**config.mk**
```make
export PLATFORM = sky130hd
export DESIGN_NAME = bus_arbiter
export DESIGN_NICKNAME = d
export VERILOG_FILES = /design/src/rtl/bus_arbiter.sv
export SDC_FILE = /design/constraint.sdc
export NUM_CORES = 1
export LEC_CHECK = 0
export ABC_AREA = 1
export BUFFER_PORTS_ARGS = -buffer_cell sky130_fd_sc_hd__buf_4
export CORE_MARGIN = 1.5
export CORE_UTILIZATION = 49
export DETAILED_ROUTE_END_ITERATION = 10
export GPL_ROUTABILITY_DRIVEN = 0
export PLACE_DENSITY = 0.79
export SLEW_MARGIN = 20
export SYNTH_ARGS = -nofsm -noshare
export SYNTH_HDL_FRONTEND = slang
export SYNTH_SLANG_ARGS = --single-unit
```
**constraint.sdc**
```tcl
create_clock -name clock -period 2.4 [get_ports clock]
set_input_delay 0.24 -clock clock [delete_from_list [all_inputs] [get_ports clock]]
set_output_delay 0.24 -clock clock [all_outputs]
set_load 0.1 [all_outputs]
```
**src/rtl/bus_arbiter.sv**
```systemverilog
`default_nettype none
// ============================================================================
//  Module      : bus_arbiter
//  Description : Central arbiter for a 32-master shared system bus. Issues a
//                one-cycle fixed-priority grant, tracks the granted
//                transaction through begin/end, aborts stalled transfers with
//                a watchdog, and flags idle bus / snoopable SDRAM bursts.
//  Revision    : 1.0 - initial release
// ============================================================================
module bus_arbiter #(
  parameter int TIMEOUT_CYCLES = 256,
  parameter int BEGIN_WAIT     = 4
) (
  input  logic        clock,
  input  logic        reset,
  input  logic [31:0] busRequests,
  output logic [31:0] busGrants,
  output logic        busErrorOut,
  output logic        endTransactionOut,
  output logic        busIdle,
  output logic        snoopableBurst,
  input  logic        beginTransactionIn,
  input  logic        endTransactionIn,
  input  logic        dataValidIn,
  input  logic [1:0]  addressDataIn,
  input  logic [7:0]  burstSizeIn
);

  localparam int WD_W = $clog2(TIMEOUT_CYCLES + 1);
  localparam int BW_W = $clog2(BEGIN_WAIT + 1);
  // Last count value before the watchdog / begin window expires.
  localparam logic [WD_W-1:0] WD_LAST = WD_W'(TIMEOUT_CYCLES - 1);
  localparam logic [BW_W-1:0] BW_LAST = BW_W'(BEGIN_WAIT - 1);

  typedef enum logic [2:0] {
    IDLE       = 3'd0,
    GRANT      = 3'd1,
    WAIT_BEGIN = 3'd2,
    BUSY       = 3'd3,
    ABORT      = 3'd4
  } state_t;

  state_t          state, state_next;
  logic [WD_W-1:0] wd_cnt, wd_cnt_next;
  logic [BW_W-1:0] bw_cnt, bw_cnt_next;
  logic [31:0]     top_request;
  logic [31:0]     grant_next;
  logic            error_next;
  logic            end_next;
  logic            idle_next;
  logic            snoop_next;

  // Fixed-priority pick: scanning upward lets the highest set bit win.
  always_comb begin
    top_request = '0;
    for (int i = 0; i < 32; i++) begin
      if (busRequests[i]) begin
        top_request    = '0;
        top_request[i] = 1'b1;
      end
    end
  end

  // Next-state logic plus next values of every registered output.
  always_comb begin
    state_next  = state;
    wd_cnt_next = wd_cnt;
    bw_cnt_next = bw_cnt;
    grant_next  = '0;
    error_next  = 1'b0;
    end_next    = 1'b0;
    snoop_next  = snoopableBurst;
    case (state)
      IDLE: begin
        if (|busRequests) begin
          state_next = GRANT;
          grant_next = top_request;
        end
      end
      GRANT: begin
        state_next  = WAIT_BEGIN;
        bw_cnt_next = '0;
      end
      WAIT_BEGIN: begin
        if (beginTransactionIn) begin
          state_next  = BUSY;
          wd_cnt_next = '0;
          snoop_next  = (addressDataIn == 2'b00) && (burstSizeIn != 8'd0);
        end else if (bw_cnt == BW_LAST) begin
          // Master forfeited its grant; no error is reported.
          state_next = IDLE;
        end else begin
          bw_cnt_next = bw_cnt + BW_W'(1);
        end
      end
      BUSY: begin
        // End has priority over a watchdog expiry in the same cycle.
        if (endTransactionIn) begin
          state_next = IDLE;
          snoop_next = 1'b0;
        end else if (dataValidIn || beginTransactionIn) begin
          wd_cnt_next = '0;
        end else if (wd_cnt == WD_LAST) begin
          state_next = ABORT;
          error_next = 1'b1;
          end_next   = 1'b1;
          snoop_next = 1'b0;
        end else begin
          wd_cnt_next = wd_cnt + WD_W'(1);
        end
      end
      ABORT: begin
        state_next = IDLE;
      end
      default: begin
        state_next = IDLE;
      end
    endcase
    // Idle only when parked in IDLE with no grant going out.
    idle_next = (state_next == IDLE);
  end

  // State, counters and all outputs are registered; reset is synchronous.
  always_ff @(posedge clock) begin
    if (!reset) begin
      state             <= IDLE;
      wd_cnt            <= '0;
      bw_cnt            <= '0;
      busGrants         <= '0;
      busErrorOut       <= 1'b0;
      endTransactionOut <= 1'b0;
      busIdle           <= 1'b1;
      snoopableBurst    <= 1'b0;
    end else begin
      state             <= state_next;
      wd_cnt            <= wd_cnt_next;
      bw_cnt            <= bw_cnt_next;
      busGrants         <= grant_next;
      busErrorOut       <= error_next;
      endTransactionOut <= end_next;
      busIdle           <= idle_next;
      snoopableBurst    <= snoop_next;
    end
  end

endmodule
`default_nettype wire

```
==> results_dict.tcl <==
set metrics [dict create \
    status "complete, no violations" \
    grt_pass1_vias 2044 \
    cts_max_level 2 \
    max_freq_mhz 465.4 \
    critical_path_class "flip-flop to flip-flop" \
    drv_cap 0 \
    ir_worst_vdd_v 0.0003350 \
    cts_hold_buf 0 \
    p_per_area_nw_per_um2 611.7 \
    slew_viol_final 0 \
    overflow 0 \
    routed_wl_mm 5.203 \
    ios 83 \
    initial_core_util_pct 52.22 \
    synth-xor-area-share_pct 0 \
    startpoint "wd_cnt[0]$_SDFFE_PN0P_" \
    coreArea_sq_um 4444 \
    dieArea_sq_um 5159 \
    power.total_w 0.001892 \
    synth_area_sq_um 2321 \
    dp_hpwl_mm 4.080 \
    grt_pass1_wl_mm 8.604 \
    yosys.area_share.simple_pct 41.19 \
    numCtsBuffers 5 \
    synth_edf_count 0 \
    synth_ff_type "dfxtp_1" \
    die_h_um 71.83 \
    rsz0062_at_grt "no" \
    syn_nets 368 \
    cp_max_fo 7 \
    synth_top_family_by_area "simple AND/OR/NAND/NOR gates" \
    setup_viol 0 \
    start_kind "flip-flop" \
    worstPathArrival_ps 2390 \
    synthArstFlopShare_pct 0 \
    antenna_found_initial 0 \
    synth_cell_types 30 \
    hp-start "busRequests[16]" \
    synthCells 317 \
    synth-seq-area-share_pct 43.13 \
    postRouteAntennaNets 0 \
    synthAdderAreaFrac_pct 2.156 \
    drt_iter0_markers 96 \
    cts.repair.resized 0 \
    synthToLayoutAreaGrowth_pct 33.26 \
    postPlaceCellArea_sq_um 2958 \
    layout_commonest_cell "buf_4" \
    required_ps 2640 \
    antennaDiodeCount 0 \
    numPortBuffers 82 \
    reg2reg_from "wd_cnt[0]$_SDFFE_PN0P_" \
    clkTransAtPathRegs_ps 100 \
    syn_area_per_cell_sq_um 7.322 \
    die_w_um 71.83 \
    synthMuxAreaShare_pct 0 \
    grt_max_degree 28 \
    clock_sinks 50 \
    skew_ps 8.154 \
    p_leak_nw 1.363 \
    finalCritPeriodShare_pct 89.53 \
    viasPerCell 4.930 \
    dr.pass1.iters 8 \
    period_minus_slack_ps 2149 \
    cts_tree "done" \
    cts_root_buf "clkbuf_8" \
    nets 453 \
    hold_viol_final 0 \
    fin_cells 455 \
    final_cell_mix "83 x buf_4, 69 x nor2_1, 48 x nand2_1, 48 x dfxtp_1, 39 x inv_1" \
    synth-compound-area-share_pct 4.420 \
    drive_above_1_share_pct 30.27 \
    tns_ps 0 \
    ys_warn_count 0 \
    grtUsageTotal_pct 20.88 \
    via_count 2243 \
    clock_latency_ps 310 \
    drc 0 \
    relSlewSlack_pct 63.35 \
    cts_buffer_depth 2 \
    cp-end-kind "flip-flop" \
    rows 24 \
    worstMarginPinSlew_ps 545.5 \
    post_cts_buffers 0 \
    hold_class "input pin to flip-flop" \
    wl_per_cell_um 11.44 \
    fin_util_pct 69.59 \
    dp_cells 447 \
    ys_ff_latch 50 \
    postLayoutCellArea_sq_um 3093 \
]
## kinds of logic (layout without fill, tap and decap cells)
family / Yosys count / in the layout
adder cells (fa/ha/maj): 4 / 4
AND/OR/NAND/NOR: 196 / 196
AO/OA/AOI/OAI: 20 / 20
buffers and inverters: 47 / 133
flip-flops: 50 / 50
## area by class of cell
type	count	area (sq um)
inverter	42	160.2
fill	377	1351
tap	52	65.06
clock inverter	3	47.55
timing repair buffer	83	623.1
sequential	50	1003
multi-input combinational	220	1125
clock buffer	5	68.82
## flip-flops by register name, summed over array words and instances, names as in the netlist
register and flops:
busGrants 32, busIdle 1, bw_cnt 3, endTransactionOut 1
snoopableBurst 1, state 3, wd_cnt 9
## final timing paths
kind / endpoint / slack (ps) / cells past startpoint
setup / recovery: wd_cnt[6]$_SDFFE_PN0P_ / 250 / 15
hold / removal: busGrants[16]$_SDFF_PP0_ / 170 / 3
setup reg to reg: wd_cnt[6]$_SDFFE_PN0P_ / 250 / 15
hold reg to reg: bw_cnt[0]$_SDFFE_PN0P_ / 470 / 1
## power by group
part           total [W]  switching (W)  internal [W]
clock           0.000608       0.000292      0.000316
sequential      0.000874      0.0000187      0.000855
combinational   0.000411       0.000281      0.000130
total            0.00189       0.000591       0.00130
## routing by layer
metal | vias to the layer above | share of wire, % | GRT usage (%) | wire length, um
li1 | 1182 | - | - | -
met1 | 979 | 45 | 25.51 | 2364
met2 | 73 | 47 | 36.32 | 2463
met3 | 9 | 5.6 | 4.641 | 292
met4 | 0 | 1.6 | 6.918 | 83
met5 | - | 0 | 0 | 0
## synthesized netlist by cell type (2+ instances only)
| master | instances | share of area [%] |
|---|---|---|
| dfxtp_1 | 50 | 43 |
| nand4_1 | 13 | 3.5 |
| inv_1 | 39 | 6.3 |
| nand3_4 | 2 | 1.5 |
| nand3b_1 | 6 | 1.9 |
| ha_1 | 4 | 2.2 |
| nand2_2 | 3 | 0.81 |
| o21ai_0 | 6 | 1.3 |
| nand3_2 | 2 | 0.86 |
| nor2_2 | 10 | 2.7 |
| nor2_1 | 70 | 11 |
| nor4_1 | 2 | 0.54 |
| nand3_1 | 22 | 4.7 |
| nor2_4 | 3 | 1.5 |
| a21oi_1 | 12 | 2.6 |
| nand2_1 | 49 | 7.9 |
| buf_4 | 2 | 0.65 |
| nor3_1 | 10 | 2.2 |
## per-stage QoR
step                hold slack (ps)  setup slack (ps)
global placement              451.7             231.4
CTS                           172.6             46.32
floorplan                     352.2             452.2
detailed placement            454.0             72.61
global route                  182.0             1.304
finish                        174.8             251.2
## critical path, stage by stage (launching register included)
cell	delay (ps)
dfxtp_2	370
ha_1	170
nand2_1	50
inv_1	90
nand2_1	70
nor2_2	130
nand2_1	100
nor3_2	120
ha_2	200
nand3_1	110
nand2_2	120
nand2_2	120
buf_4	190
nand4_1	70
nand3_1	80
nor2_1	110
No activity file was read; power rests on OpenSTA's default activity.
